$ cat src/rtl/wb_stage.sv
// ============================================================================
// wb_stage: writeback stage with a two-entry (head + skid) result buffer, load
// extraction/extension and a retire counter. Optional bypass: WB_BYPASS_EN.
// Revision: 1.0
// ============================================================================
`default_nettype none

module wb_stage #(
    parameter int XLEN  = 32,
    parameter int RADDR = 5,
    parameter int CNT_W = 32
) (
    input  logic             clk,
    input  logic             rst_n,
    input  logic             in_valid,
    output logic             in_ready,
    input  logic [RADDR-1:0] in_rd,
    input  logic             in_regwrite,
    input  logic             in_memtoreg,
    input  logic [2:0]       in_funct3,
    input  logic [XLEN-1:0]  in_aluresult,
    input  logic [XLEN-1:0]  in_memdata,
    output logic             rf_we,
    output logic [RADDR-1:0] rf_waddr,
    output logic [XLEN-1:0]  rf_wdata,
    input  logic             rf_ready,
    output logic [CNT_W-1:0] retire_count,
    output logic             byp_valid,
    output logic [RADDR-1:0] byp_rd,
    output logic [XLEN-1:0]  byp_data
);

    typedef enum logic [1:0] {
        EMPTY = 2'd0,
        ONE   = 2'd1,
        TWO   = 2'd2
    } state_t;

    state_t           state;
    logic             skid_wr;
    logic [RADDR-1:0] skid_rd;
    logic [XLEN-1:0]  skid_data;

    logic [1:0]       off;
    logic [7:0]       ld_byte;
    logic [15:0]      ld_half;
    logic [XLEN-1:0]  cap_data;
    logic             cap_wr;
    logic             push;
    logic             pop;

    assign off     = in_aluresult[1:0];
    assign ld_byte = in_memdata[{off, 3'b000} +: 8];
    assign ld_half = in_memdata[{off[1], 4'b0000} +: 16];

    always_comb begin
        cap_data = in_aluresult;
        if (in_memtoreg) begin
            case (in_funct3)
                3'b000:  cap_data = {{(XLEN-8){ld_byte[7]}}, ld_byte};
                3'b100:  cap_data = {{(XLEN-8){1'b0}}, ld_byte};
                3'b001:  cap_data = {{(XLEN-16){ld_half[15]}}, ld_half};
                3'b101:  cap_data = {{(XLEN-16){1'b0}}, ld_half};
                default: cap_data = in_memdata;
            endcase
        end
    end

    // Writes to x0 and non-writing entries never need the register-file grant.
    assign cap_wr = in_regwrite && (in_rd != '0);
    assign push   = in_valid && in_ready;
    assign pop    = (state != EMPTY) && (rf_ready || !rf_we);

    // rf_we/rf_waddr/rf_wdata are the head entry itself; rf_we is cleared when empty.
    always_ff @(posedge clk or negedge rst_n) begin
        if (!rst_n) begin
            state        <= EMPTY;
            in_ready     <= 1'b1;
            rf_we        <= 1'b0;
            rf_waddr     <= '0;
            rf_wdata     <= '0;
            skid_wr      <= 1'b0;
            skid_rd      <= '0;
            skid_data    <= '0;
            retire_count <= '0;
        end else begin
            if (pop) begin
                retire_count <= retire_count + CNT_W'(1);
            end
            case (state)
                EMPTY: begin
                    if (push) begin
                        rf_we    <= cap_wr;
                        rf_waddr <= in_rd;
                        rf_wdata <= cap_data;
                        state    <= ONE;
                    end
                end
                ONE: begin
                    if (push && pop) begin
                        rf_we    <= cap_wr;
                        rf_waddr <= in_rd;
                        rf_wdata <= cap_data;
                    end else if (push) begin
                        skid_wr   <= cap_wr;
                        skid_rd   <= in_rd;
                        skid_data <= cap_data;
                        state     <= TWO;
                        in_ready  <= 1'b0;
                    end else if (pop) begin
                        rf_we <= 1'b0;
                        state <= EMPTY;
                    end
                end
                TWO: begin
                    if (pop) begin
                        rf_we    <= skid_wr;
                        rf_waddr <= skid_rd;
                        rf_wdata <= skid_data;
                        state    <= ONE;
                        in_ready <= 1'b1;
                    end
                end
                default: begin
                    rf_we    <= 1'b0;
                    state    <= EMPTY;
                    in_ready <= 1'b1;
                end
            endcase
        end
    end

`ifdef WB_BYPASS_EN
    assign byp_valid = rf_we;
    assign byp_rd    = rf_waddr;
    assign byp_data  = rf_wdata;
`else
    assign byp_valid = 1'b0;
    assign byp_rd    = '0;
    assign byp_data  = '0;
`endif

endmodule

`default_nettype wire

$ cat config.mk
export PLATFORM = sky130hd
export DESIGN_NAME = wb_stage
export DESIGN_NICKNAME = d
export VERILOG_FILES = /design/src/rtl/wb_stage.sv
export SDC_FILE = /design/constraint.sdc
export NUM_CORES = 1
export LEC_CHECK = 0
export CELL_PAD_IN_SITES_DETAIL_PLACEMENT = 2
export CELL_PAD_IN_SITES_GLOBAL_PLACEMENT = 2
export CORE_AREA = 2 2 140 142
export DETAILED_ROUTE_END_ITERATION = 16
export DIE_AREA = 0 0 142 144
export DONT_BUFFER_PORTS = 1
export HOLD_SLACK_MARGIN = 0.1
export PLACE_DENSITY = 0.72
export RECOVER_POWER = 100
export REMOVE_ABC_BUFFERS = 1
export SLEW_MARGIN = 20
export SYNTH_ARGS = -nofsm -noshare
export SYNTH_HDL_FRONTEND = slang
export SYNTH_SLANG_ARGS = --single-unit
$ cat constraint.sdc
create_clock -name clk -period 1.7 [get_ports clk]
set_clock_uncertainty 0.15 [all_clocks]
set_input_delay 0.34 -clock clk [delete_from_list [all_inputs] [get_ports clk]]
set_output_delay 0.34 -clock clk [all_outputs]
set_load 0.03 [all_outputs]
==> impl_metrics.toml <==
[status]
outcome = "complete, but fails checks"
violations = "hold timing, setup timing"

[power_and_ir_drop]
power_frac_seq = 0.493
switchingPower_mw = 1.584
leakage_nw = 3.922
p_int_mw = 3.867
switching_share = 0.2906
p_per_area_nw_per_um2 = 595.4
clkPwrFrac = 0.398
pwr-share-comb = 0.109
irDropWorstVdd_uv = 378.8

[synth]
ys_ff_latch = 111
synth-edff-count = 0
synth_xor_area_frac = 0.04290
synth_top_family_by_area = "compound AO/OA/AOI/OAI gates"
synthAdderAreaFrac = 0.001977
synthFlopType = "dfrtp_1"
yosysUniqueCellTypes = 56
synth_area_per_cell_um2 = 8.989
async_reset_ff_frac = 1.000
ys_warn_count = 0
synth_cells = 704
synthTopCellsByCount = "dfrtp_1, nand2_1, a21oi_1, nor2_1, buf_4"
synth.top_cell.area_share = 0.4350
synth-simple-area-share = 0.2021
synth_area_leaders = "dfrtp_1, nand2_1, a21oi_1"
synth.mux.area_fraction = 0.02175
synth_seq_area_share = 0.4391
synth_area_um2 = 6329
yosysMostFrequentCell = "dfrtp_1"
synth_compound_area_frac = 0.2064
synth_top_area_cell = "dfrtp_1"

[timing]
slew_headroom = 0.3943
worst_pin_slew_ns = 0.9076
rsz0062_at_grt = "true"
fin_ws_ns = -0.2438
fin_crit_sh = 1.143
fin_setup_tns_ns = -5.888
setup_viol = 64
finalMaxSlewViolations = 0
hold_viol = 111
fmax_mhz = 514.4
worst_hold_slack_ns = -0.4848
fin_crit_ns = 1.944

[clock_tree]
cts_max_level = 3
tritoncts = "built"
clock_path_buffers = 2
clockRootBuffer = "clkbuf_16"
clock_latency_ns = 0.36
cts.sink_count = 111
cts_inserted_buffers = 9
path_clk_slew_ns = 0.09
hold_buffers = 20

[global_route]
use_met1 = 0.2911
grt_usage = 0.2500
grt_pass1_wl_mm = 39.22
grt_max_degree = 112
use_met2 = 0.4564
grt.busiest_layer = "met2"
grt_pass1_vias = 6642
use_met3 = 0.07351
antenna_found_initial = 2
grt_overflow_total = 0

[critical_path]
crit_type = "reg -> reg"
crit_path_end_kind = "flip-flop"
r2r_end = "rf_wdata[30]"
cp-start-kind = "flip-flop"
critPathArrivalTime_ns = 2.03
cp_max_fo = 7
reg2reg_slack_ns = -0.24
r2r-start = "in_ready"
cp.required_ns = 1.79
reg2regPathDepth = 6

[finish]
fin_cells = 1065
area_growth_pct = 44.68
nets = 900
drive_gt1_frac = 0.3608
fin_util = 0.4799

[job]
drv_cap = 0

[place]
post-dp-hpwl_mm = 17.15
gp_congestion = 0.8661
dp_slack_ns = -0.4385
dp.cells = 981
port_buffers = 0

[floorplan]
initial_core_util = 0.3317
die_w_um = 142
top_level_ports = 187
rows = 51
dieHeight_um = 144
die_area_um2 = 20450
core_area_um2 = 19080

[hold_path]
worstHoldPathType = "in -> async"

[drt]
drt_pre_antenna_iters = 6
route.detailed.drc = 0
via_count = 6098
finalWirelength_mm = 28.78
initialDrtViolationCount = 219
via_per_inst = 5.726
wl_per_cell_um = 27.02
ant_nets = 0
through the flow:
stage / power [mW] / area, µm²
4_1_cts: 5.403 / 8102
3_3_place_gp: 3.189 / 7030
5_1_grt: 5.636 / 9156
3_5_place_dp: 3.207 / 7030
6_report: 5.451 / 9156
2_1_floorplan: 3.070 / 5966
layout make-up:
| type | instances | area [µm²] |
|---|---|---|
| Clock inverter | 7 | 63.81 |
| Clock buffer | 9 | 225.2 |
| Fill cell | 1935 | 9923 |
| Antenna cell | 1 | 2.502 |
| Timing Repair Buffer | 156 | 1700 |
| Tap cell | 238 | 297.8 |
| Sequential cell | 111 | 2785 |
| Multi-Input combinational cell | 533 | 4044 |
| Inverter | 10 | 37.54 |
worst max-delay path by stage:
stage               startpoint      endpoint  slack, ns  cells past startpoint
2_1_floorplan         state[0]   rf_wdata[0]      -1.15                      4
3_3_place_gp   in_aluresult[1]   rf_wdata[7]      -0.40                      5
3_5_place_dp   in_aluresult[1]   rf_wdata[7]      -0.44                      5
4_1_cts               in_ready   rf_wdata[1]      -0.13                      7
5_1_grt               state[1]  rf_wdata[30]      -0.28                      8
6_report              in_ready  rf_wdata[30]      -0.24                      6
routing by layer:
metal / up-vias / share of wire
met5: - / 0.00042
met4: 2 / 0.021
met3: 48 / 0.067
met2: 211 / 0.53
met1: 3132 / 0.38
li1: 2705 / -
sequential cells by signal (all words and copies together), names as in the netlist:
register      cells
rf_we             1
skid_wr           1
rf_wdata         32
in_ready          1
state             2
skid_rd           5
skid_data        32
retire_count     32
rf_waddr          5
power groups by stage:
stage / clock, mW / combinational [mW] / sequential, mW
floorplan: 0 / 0.340 / 2.73
global placement: 0 / 0.452 / 2.74
detailed placement: 0 / 0.469 / 2.74
CTS: 2.19 / 0.531 / 2.69
global route: 2.31 / 0.632 / 2.69
finish: 2.17 / 0.595 / 2.69
cell families after synthesis:
| kind of cell | after synthesis |
|---|---|
| AOI/OAI and AO/OA | 205 |
| xor gates and xnor gates | 31 |
| adders and majority gates | 1 |
| buffers and inverters | 98 |
| DFF | 111 |
| muxes | 12 |
| other | 1 |
| and+or+nand+nor | 245 |
worst max-delay path: stages, from the launching register on:
cell and delay (ns):
dfstp_2 0.56, and3b_2 0.24, a22oi_4 0.13, buf_12 0.18, buf_4 0.16, a21oi_1 0.27, o22ai_2 0.12
cells in the final DEF (no fill, tap or decap), types with 7 or more instances in the layout:
cell type        n
a211oi_1         8
a21oi_1         52
a21oi_2         10
a31oi_1         12
and4_1           8
and4b_1         10
buf_12          11
buf_4           82
buf_6           29
clkbuf_16       18
conb_1          38
dfrtp_1        105
dlygate4sd3_1   20
inv_1           10
mux2i_1          9
nand2_1         78
nand2_2          7
nand2_4         11
nand4_1         14
nor2_1          28
nor2_2          10
nor2_4          13
nor4_4           9
o21ai_0          9
o21ai_1         18
o21ai_2         12
o22ai_1         14
o22ai_2         12
o2bb2ai_1        7
o31ai_1         15
o31ai_4          9
or3_1            7
xnor2_1         14
xor2_1          10
what timing repair did:
item                       4_1_cts  5_1_grt
hold endpoints to repair       147      111
setup endpoints to repair      103       98
gates cloned                     5       13
pin swaps                       28       50
gates resized for setup         77      178
setup buffers                   22       12
Power figures use the tool's default switching activity.
